[src/rtl/ctrl_pkg.sv]
`default_nettype none
// ============================================================================
// Module      : ctrl_pkg
// Description : Shared state, opcode and ALU encodings plus the control-output
//               bundle for the multi-cycle controller.
// Revision    : 1.0 - initial release
// ============================================================================
package ctrl_pkg;

    typedef enum logic [2:0] {
        ST_FETCH  = 3'd0,
        ST_DECODE = 3'd1,
        ST_EXEC   = 3'd2,
        ST_MEM    = 3'd3,
        ST_WB     = 3'd4
    } state_t;

    localparam int unsigned OP_LOAD  = 0;
    localparam int unsigned OP_STORE = 1;
    localparam int unsigned OP_ADD   = 2;
    localparam int unsigned OP_LDI   = 3;
    localparam int unsigned OP_SUB   = 4;
    localparam int unsigned OP_JMPZ  = 5;

    localparam logic [1:0] ALU_ADD  = 2'b00;
    localparam logic [1:0] ALU_SUB  = 2'b01;
    localparam logic [1:0] ALU_CMP  = 2'b10;
    localparam logic [1:0] ALU_PASS = 2'b11;

    typedef struct packed {
        logic       imem_req;
        logic       ir_write;
        logic       pc_write;
        logic       pc_src;
        logic       reg_data_sel;
        logic       mem_read;
        logic       mem_write;
        logic       mem_data_sel;
        logic [1:0] alu_op;
        logic       alu_sel;
        logic       reg_write;
        logic       illegal_op;
        logic       retire;
    } ctrl_out_t;

    // Bundle value presented while reset is held
    localparam ctrl_out_t CTRL_RESET_OUT = '{
        alu_op  : ALU_PASS,
        default : 1'b0
    };

endpackage : ctrl_pkg
`default_nettype wire

[src/rtl/ctrl_decode.sv]
`default_nettype none
// ============================================================================
// Module      : ctrl_decode
// Description : Combinational map from (state, latched opcode, handshakes,
//               zero flag) to the datapath control bundle.
// Revision    : 1.0 - initial release
// ============================================================================
module ctrl_decode
    import ctrl_pkg::*;
#(
    parameter int OPC_W = 4
) (
    input  state_t           state_i,
    input  logic [OPC_W-1:0] opcode_i,
    input  logic             run_i,
    input  logic             imem_ready_i,
    input  logic             dmem_ready_i,
    input  logic             zero_flag_i,
    output ctrl_out_t        ctrl_o
);

    localparam logic [OPC_W-1:0] C_OP_LOAD  = OPC_W'(OP_LOAD);
    localparam logic [OPC_W-1:0] C_OP_STORE = OPC_W'(OP_STORE);
    localparam logic [OPC_W-1:0] C_OP_ADD   = OPC_W'(OP_ADD);
    localparam logic [OPC_W-1:0] C_OP_LDI   = OPC_W'(OP_LDI);
    localparam logic [OPC_W-1:0] C_OP_SUB   = OPC_W'(OP_SUB);
    localparam logic [OPC_W-1:0] C_OP_JMPZ  = OPC_W'(OP_JMPZ);

    logic [1:0] w_alu;
    logic       w_rds;
    logic       w_mds;
    logic       w_is_mem;

    // Per-opcode datapath selects, held unchanged from EXEC through WB
    always_comb begin
        w_alu = ALU_PASS;
        w_rds = 1'b0;
        w_mds = 1'b0;
        case (opcode_i)
            C_OP_ADD:   begin w_alu = ALU_ADD; w_rds = 1'b1; end
            C_OP_SUB:   begin w_alu = ALU_SUB; w_rds = 1'b1; end
            C_OP_LDI:   w_alu = ALU_PASS;
            C_OP_LOAD:  begin w_alu = ALU_ADD; w_rds = 1'b1; w_mds = 1'b1; end
            C_OP_STORE: w_alu = ALU_ADD;
            default:    w_alu = ALU_PASS;
        endcase
    end

    assign w_is_mem = (opcode_i == C_OP_LOAD) || (opcode_i == C_OP_STORE);

    always_comb begin
        ctrl_o        = '0;
        ctrl_o.alu_op = ALU_PASS;
        case (state_i)
            ST_FETCH: begin
                ctrl_o.imem_req = run_i;
                if (run_i && imem_ready_i) begin
                    ctrl_o.ir_write = 1'b1;
                    ctrl_o.pc_write = 1'b1;
                end
            end
            ST_DECODE: begin
                ctrl_o.illegal_op = (opcode_i > C_OP_JMPZ);
            end
            ST_EXEC: begin
                if (opcode_i == C_OP_JMPZ) begin
                    ctrl_o.alu_op   = ALU_CMP;
                    ctrl_o.alu_sel  = 1'b1;
                    ctrl_o.pc_write = zero_flag_i;
                    ctrl_o.pc_src   = zero_flag_i;
                    ctrl_o.retire   = 1'b1;
                end else if (w_is_mem) begin
                    // memory ops only form the address here
                    ctrl_o.alu_op = w_alu;
                end else begin
                    ctrl_o.alu_op       = w_alu;
                    ctrl_o.reg_data_sel = w_rds;
                end
            end
            ST_MEM: begin
                ctrl_o.alu_op = w_alu;
                if (opcode_i == C_OP_LOAD) begin
                    ctrl_o.mem_read     = 1'b1;
                    ctrl_o.mem_data_sel = 1'b1;
                    ctrl_o.reg_data_sel = 1'b1;
                end else begin
                    ctrl_o.mem_write = 1'b1;
                    ctrl_o.retire    = dmem_ready_i;
                end
            end
            ST_WB: begin
                ctrl_o.alu_op       = w_alu;
                ctrl_o.reg_data_sel = w_rds;
                ctrl_o.mem_data_sel = w_mds;
                ctrl_o.reg_write    = 1'b1;
                ctrl_o.retire       = 1'b1;
            end
            default: ctrl_o.alu_op = ALU_PASS;
        endcase
    end

endmodule : ctrl_decode
`default_nettype wire

[src/rtl/multicycle_ctrl.sv]
`default_nettype none
// ============================================================================
// Module      : multicycle_ctrl
// Description : Multi-cycle FETCH/DECODE/EXEC/MEM/WB control unit with memory
//               ready-handshakes, illegal-opcode trap and retire counter.
// Revision    : 1.0 - initial release
// ============================================================================
module multicycle_ctrl
    import ctrl_pkg::*;
#(
    parameter int INSTR_W = 16,
    parameter int OPC_W   = 4,
    parameter int CNT_W   = 16
) (
    input  logic               clk,
    input  logic               rst,
    input  logic               run,
    input  logic [INSTR_W-1:0] instruction,
    input  logic               imem_ready,
    input  logic               dmem_ready,
    input  logic               zero_flag,
    output logic               imem_req,
    output logic               IRWrite,
    output logic               PCWrite,
    output logic               PCSrc,
    output logic               RegDataSel,
    output logic               MemRead,
    output logic               MemWrite,
    output logic               MemDataSel,
    output logic [1:0]         ALUOp,
    output logic               AluSel,
    output logic               RegWrite,
    output logic               illegal_op,
    output logic               retire,
    output logic [CNT_W-1:0]   retired_count,
    output logic [2:0]         state_o
);

    localparam logic [OPC_W-1:0] C_OP_LOAD  = OPC_W'(OP_LOAD);
    localparam logic [OPC_W-1:0] C_OP_STORE = OPC_W'(OP_STORE);
    localparam logic [OPC_W-1:0] C_OP_JMPZ  = OPC_W'(OP_JMPZ);

    state_t           state_q, state_d;
    logic [OPC_W-1:0] opcode_q, opcode_d;
    logic [CNT_W-1:0] count_q, count_d;
    ctrl_out_t        w_ctrl;
    ctrl_out_t        w_out;
    logic             w_unused_instr;

    assign w_unused_instr = ^instruction[INSTR_W-OPC_W-1:0];

    ctrl_decode #(
        .OPC_W (OPC_W)
    ) u_decode (
        .state_i      (state_q),
        .opcode_i     (opcode_q),
        .run_i        (run),
        .imem_ready_i (imem_ready),
        .dmem_ready_i (dmem_ready),
        .zero_flag_i  (zero_flag),
        .ctrl_o       (w_ctrl)
    );

    always_ff @(posedge clk) begin
        if (rst) begin
            state_q  <= ST_FETCH;
            opcode_q <= '0;
            count_q  <= '0;
        end else begin
            state_q  <= state_d;
            opcode_q <= opcode_d;
            count_q  <= count_d;
        end
    end

    always_comb begin
        state_d  = state_q;
        opcode_d = opcode_q;
        count_d  = count_q;
        if (w_ctrl.retire) begin
            count_d = count_q + CNT_W'(1);
        end
        case (state_q)
            ST_FETCH: begin
                if (run && imem_ready) begin
                    opcode_d = instruction[INSTR_W-1 -: OPC_W];
                    state_d  = ST_DECODE;
                end
            end
            ST_DECODE: state_d = w_ctrl.illegal_op ? ST_FETCH : ST_EXEC;
            ST_EXEC: begin
                if ((opcode_q == C_OP_LOAD) || (opcode_q == C_OP_STORE)) begin
                    state_d = ST_MEM;
                end else if (opcode_q == C_OP_JMPZ) begin
                    state_d = ST_FETCH;
                end else begin
                    state_d = ST_WB;
                end
            end
            ST_MEM: begin
                if (dmem_ready) begin
                    state_d = (opcode_q == C_OP_LOAD) ? ST_WB : ST_FETCH;
                end
            end
            ST_WB:   state_d = ST_FETCH;
            default: state_d = ST_FETCH;
        endcase
    end

    // Reset masks the bundle immediately so an aborted access drops its strobes
    assign w_out         = rst ? CTRL_RESET_OUT : w_ctrl;
    assign retired_count = rst ? '0 : count_q;
    assign state_o       = rst ? 3'd0 : state_q;

    assign imem_req   = w_out.imem_req;
    assign IRWrite    = w_out.ir_write;
    assign PCWrite    = w_out.pc_write;
    assign PCSrc      = w_out.pc_src;
    assign RegDataSel = w_out.reg_data_sel;
    assign MemRead    = w_out.mem_read;
    assign MemWrite   = w_out.mem_write;
    assign MemDataSel = w_out.mem_data_sel;
    assign ALUOp      = w_out.alu_op;
    assign AluSel     = w_out.alu_sel;
    assign RegWrite   = w_out.reg_write;
    assign illegal_op = w_out.illegal_op;
    assign retire     = w_out.retire;

endmodule : multicycle_ctrl
`default_nettype wire
[config.mk]
export PLATFORM = sky130hd
export DESIGN_NAME = multicycle_ctrl
export DESIGN_NICKNAME = d
export VERILOG_FILES = /design/src/rtl/ctrl_pkg.sv /design/src/rtl/ctrl_decode.sv /design/src/rtl/multicycle_ctrl.sv
export SDC_FILE = /design/constraint.sdc
export NUM_CORES = 1
export LEC_CHECK = 0
export BUFFER_PORTS_ARGS = -buffer_cell sky130_fd_sc_hd__buf_2
export CAP_MARGIN = 15
export CORE_MARGIN = 8
export CORE_UTILIZATION = 25
export DETAILED_ROUTE_END_ITERATION = 10
export GPL_ROUTABILITY_DRIVEN = 0
export GPL_TIMING_DRIVEN = 0
export PLACE_DENSITY_LB_ADDON = 0.25
export SYNTH_ARGS = -nofsm -noshare
export SYNTH_HDL_FRONTEND = slang
export SYNTH_SLANG_ARGS = --single-unit
[constraint.sdc]
create_clock -name clk -period 4.43 [get_ports clk]
set_input_delay 0.886 -clock clk [delete_from_list [all_inputs] [get_ports clk]]
set_output_delay 0.886 -clock clk [all_outputs]
set_load 0.02 [all_outputs]
# ---- Word-level counts from Yosys, hierarchy flattened
# Index checks and enable logic that the tools add are counted.
dict set report word_totals {
  regBits 23
  latchBits 0
  mem_bits_rw 0
  mem_bits_ro 0
  inputBits 22
  out_inout_bits 33
  elab_cells 57
  mem_count 0
}
dict set report classes {
  n_addsub 1
  multipliers 0
  n_div 0
  n_lt_le_gt_ge 1
  eq_ne 10
  shifts 0
  mux 33
  bitwise_logic 0
  n_reduce_logical 9
}
# op count
set op_table {}
lappend op_table {{$mux W3} 6}
lappend op_table {{$add A16 B1 Y16 const B} 1}
lappend op_table {{$mux W16} 1}
lappend op_table {{$mux W14} 1}
lappend op_table {{$mux W2} 7}
lappend op_table {{$mux W1} 12}
lappend op_table {{$pmux W3 S4} 1}
lappend op_table {{$eq A4 B3 Y1 const B} 2}
lappend op_table {{$pmux W2 S2} 2}
lappend op_table {{$eq A3 B2 Y1 const B} 2}
lappend op_table {{$pmux W1 S3} 2}
lappend op_table {{$reduce_or A3 Y1} 2}
lappend op_table {{$eq A4 B1 Y1 const B} 1}
lappend op_table {{$eq A4 B2 Y1 const B} 1}
lappend op_table {{$gt A4 B3 Y1 const B} 1}
lappend op_table {{$logic_not A4 Y1} 1}
lappend op_table {{$ne A2 B2 Y1 const B} 2}
lappend op_table {{$reduce_and A2 Y1} 2}
lappend op_table {{$eq A3 B1 Y1 const B} 1}
lappend op_table {{$eq A3 B3 Y1 const B} 1}
lappend op_table {{$logic_not A3 Y1} 1}
lappend op_table {{$pmux W1 S2} 1}
lappend op_table {{$reduce_or A2 Y1} 1}
lappend op_table {{$logic_and A1 B1 Y1} 1}
lappend op_table {{$logic_or A1 B1 Y1} 1}

# ---- Logic depth before layout (Yosys ltp)
dict set report depth {
  word_depth 7
  ltp_mapped 6
  mapped_depth_nobuf 4
}

# ---- Modules after synthesis
# Synthesis repeated with hierarchy kept, for this count alone.
dict set report hier_totals {
  cells_unflattened 184
  hier_area_um2 1524.0
}
# module n_inst cells_each area_each_um2 seq_area_each_um2
set by_module_without_submodules {}
lappend by_module_without_submodules {multicycle_ctrl 1 153 1297.5 460.4}
lappend by_module_without_submodules {ctrl_decode 1 31 226.5 0.0}

# ---- Least setup slack after synthesis
# OpenSTA, ideal clock, no wires.
dict set report synth_timing {
  path_kind {in2out}
  start {input run}
  end {output IRWrite}
  arrival_time_ns 1.810
  required_time_ns 3.544
  slack_ns 1.734
  cell_stages 3
  n_path_buf 0
  path_cell_list {nand2_1 > nor4_2 > nor2b_1}
}
dict set report synth_via {
  elab_chain_len 4
}
# item line_no
set synth_lines {}
lappend synth_lines {{from (decl)} multicycle_ctrl.sv:17} ;# input logic run,
lappend synth_lines {{$logic_and A1 B1 Y1} ctrl_decode.sv:57} ;# if (run_i && imem_ready_i) begin
lappend synth_lines {{$mux W2} ctrl_decode.sv:57}
lappend synth_lines {{$mux W2} ctrl_decode.sv:54} ;# case (state_i)
lappend synth_lines {{$mux W14} multicycle_ctrl.sv:111} ;# assign w_out = rst ? CTRL_RESET_OUT : w_ctrl;
lappend synth_lines {{to (decl)} multicycle_ctrl.sv:23} ;# output logic IRWrite,
# Every way passes these cells.

# ---- Final worst setup path
dict set report layout_timing {
  start {input rst}
  end {output retire}
}
dict set report layout_via {
  elab_chain_len 1
}
# item line_no
set layout_lines {}
lappend layout_lines {{from (decl)} multicycle_ctrl.sv:16} ;# input logic rst,
lappend layout_lines {{$mux W14} multicycle_ctrl.sv:111}
lappend layout_lines {{to (decl)} multicycle_ctrl.sv:34} ;# output logic retire,
# Every way passes these cells.

==> reports/metrics.yaml <==
outcome:
  status: "complete, no violations"
cts:
  clk_pin_slew_ns: 0.09
  clk_latency_ns: 0.27
  post-cts-setup-buffers: 0
  clockRootBuffer: "clkbuf_8"
  clockBufferDepth: 2
  cts-resized-gates: 0
  cts_buffers: 3
  h-tree-depth: 1
  cts_sinks: 23
  postCtsHoldBufs: 0
  cts_tree: "built"
critical_path:
  reg2reg_to: "count_q[14]$_SDFFE_PP0P_"
  startpoint_type: "input port"
  reg2reg_slack_ns: 2.35
  cp_data_required_time_ns: 3.54
  cp-startpoint: "rst"
  cp-end-kind: "output port"
  timing.rr.start: "state_q[2]$_SDFFE_PP0P_"
  crit_type: "in -> out"
  rr_worst_depth: 6
  critPathMaxFanout: 10
  crit_arrival_ns: 2.25
layout:
  finalNetCount: 266
  antennaDiodeCount: 0
  mostFrequentLayoutCells: "buf_2, nor2_1, dfxtp_1, nor2b_1, a21oi_1"
  drive_gt1_frac: 0.3223
  design_area_um2: 1967
  fillers: 735
  final_common_cell: "buf_2"
  final_util: 0.3115
  multiInputGateArea_um2: 1046
  syn_to_final_growth_pct: 21.86
  register_area_um2: 460.4
floorplan:
  core_um2: 6314
  io_pins: 55
  dieArea_um2: 9283
  die_h_um: 96.35
  initial_core_util: 0.2556
  die_w_um: 96.35
  fp-row-count: 29
timing:
  worst_pin_slew_ns: 0.8567
  final.setup_skew_ns: 0.004165
  setup_viol: 0
  rsz0062_at_grt: "no"
  finalSetupTns_ns: 0
  slew_violations: 0
  period_needed_ns: 3.135
  max-slew-margin-rel: 0.4241
  hold_violations: 0
  fmax_ghz: 0.3190
  fin_crit_sh: 0.7076
global_routing:
  antenna_found_initial: 0
  grt_max_degree: 14
  grt_first_pass_wirelength_um: 7603
  grt_pass1_vias: 1563
  overflow: 0
  grt_util_all_layers: 0.1028
worst_hold_path:
  hp-start: "count_q[1]$_SDFFE_PP0P_"
  hold_path_class: "reg -> reg"
  holdPathEnd: "count_q[1]$_SDFFE_PP0P_"
  hold_depth: 2
placement:
  post_dp_cell_area_um2: 1921
  hpwl_um: 3486
  port-buffer-count: 42
power_and_ir_drop:
  total_power_w: 0.0004892
  vdd_drop_max_uv: 137.9
  power_density_nw_per_um2: 248.7
  p_leak_nw: 0.8204
synthesis:
  yosysWarnings: 0
  synth_area_um2: 1614
  synth_edf_count: 0
  synthFlopType: "dfxtp_1"
  syn_area_per_cell_um2: 8.235
  synth-seq-cells: 23
  synth_top_area_share: 0.2853
  async_reset_ff_frac: 0
  synth_nets: 219
  yosysSeqAreaShare: 0.2853
  netlist-cell-type-count: 47
  synth.area.top_cells: "dfxtp_1, nor2b_1, mux2_2, nor2_1, mux2_4"
  synth_top_area_cell: "dfxtp_1"
  synth_cells: 196
detailed_routing:
  postRouteWirelength_um: 4601
  final_antenna_net_count: 0
  wl_per_cell_um: 14.42
  avgViaCountPerCell: 4.818
  vias: 1537
  drtIter0Drc: 98
  drcViolationCount: 0
  dr.pass1.iters: 4
run:
  drv_cap: 0
-- cell families (layout without fill, tap and decap cells) --
group | after synthesis | after routing | synth area share
AOI/OAI and AO/OA | 38 | 38 | 0.1768
xor gates and xnor gates | 1 | 1 | 0.005427
adders and majority gates | 1 | 1 | 0.007751
buffers and inverters | 22 | 68 | 0.06666
DFF | 23 | 23 | 0.2853
muxes | 18 | 18 | 0.1341
and+or+nand+nor | 93 | 93 | 0.3240
-- how the worst max path moves through the flow --
stage	cells past startpoint	slack (ns)	end
after floorplan	3	1.73	IRWrite
after global placement	5	1.29	retire
after detailed placement	5	1.28	retire
after CTS	5	1.28	retire
after global routing	5	1.25	retire
final	5	1.30	retire
-- worst max-delay path: stages --
cell	delay, ns
buf_2	0.13
clkbuf_1	0.46
buf_1	0.47
a21oi_1	0.11
buf_2	0.19
-- where the power goes --
group	switching, W	internal (W)	total, W
combinational	0.0000826	0.0000521	0.000135
sequential	0.00000668	0.000214	0.000220
clock	0.0000711	0.0000628	0.000134
-- flip-flops by register name, indices dropped and copies added (netlist names) --
register	cells
state_q	3
opcode_q	4
count_q	16
-- synthesized netlist by cell type, types with 3 or more instances --
master	n
nor2_1	26
dfxtp_1	23
nor2b_1	22
a21oi_1	10
clkbuf_1	9
mux2_2	9
nand2_1	8
nand3_1	8
a211oi_1	7
a21oi_2	5
mux2_4	5
nor3_1	5
inv_1	4
mux2i_1	4
nand2b_1	4
nand4_1	4
a2111oi_0	3
and4_1	3
buf_1	3
o21bai_1	3
-- per-stage QoR --
step	hold WS [ns]	worst slack [ns]	instances
4_1_cts	0.5217	1.281	319
6_report	0.5184	1.295	319
5_1_grt	0.5441	1.250	319
3_5_place_dp	0.5107	1.281	315
2_1_floorplan	0.4773	1.734	196
3_3_place_gp	0.5065	1.286	315
-- metal layers --
metal | GRT usage | part of all wire
met5 | 0 | 0
met4 | 0.03783 | 0.013
met2 | 0.1617 | 0.45
met1 | 0.1358 | 0.49
met3 | 0.01950 | 0.048
-- cell type report --
type	instances	area share
buffer	18	0.04707
clock buffer	3	0.02099
clock inverter	1	0.002545
inverter	4	0.007634
multi-input combinational	151	0.5318
sequential	23	0.2341
tap	77	0.04898
timing repair buffer	42	0.1069
(Power assumes the default switching activity.)
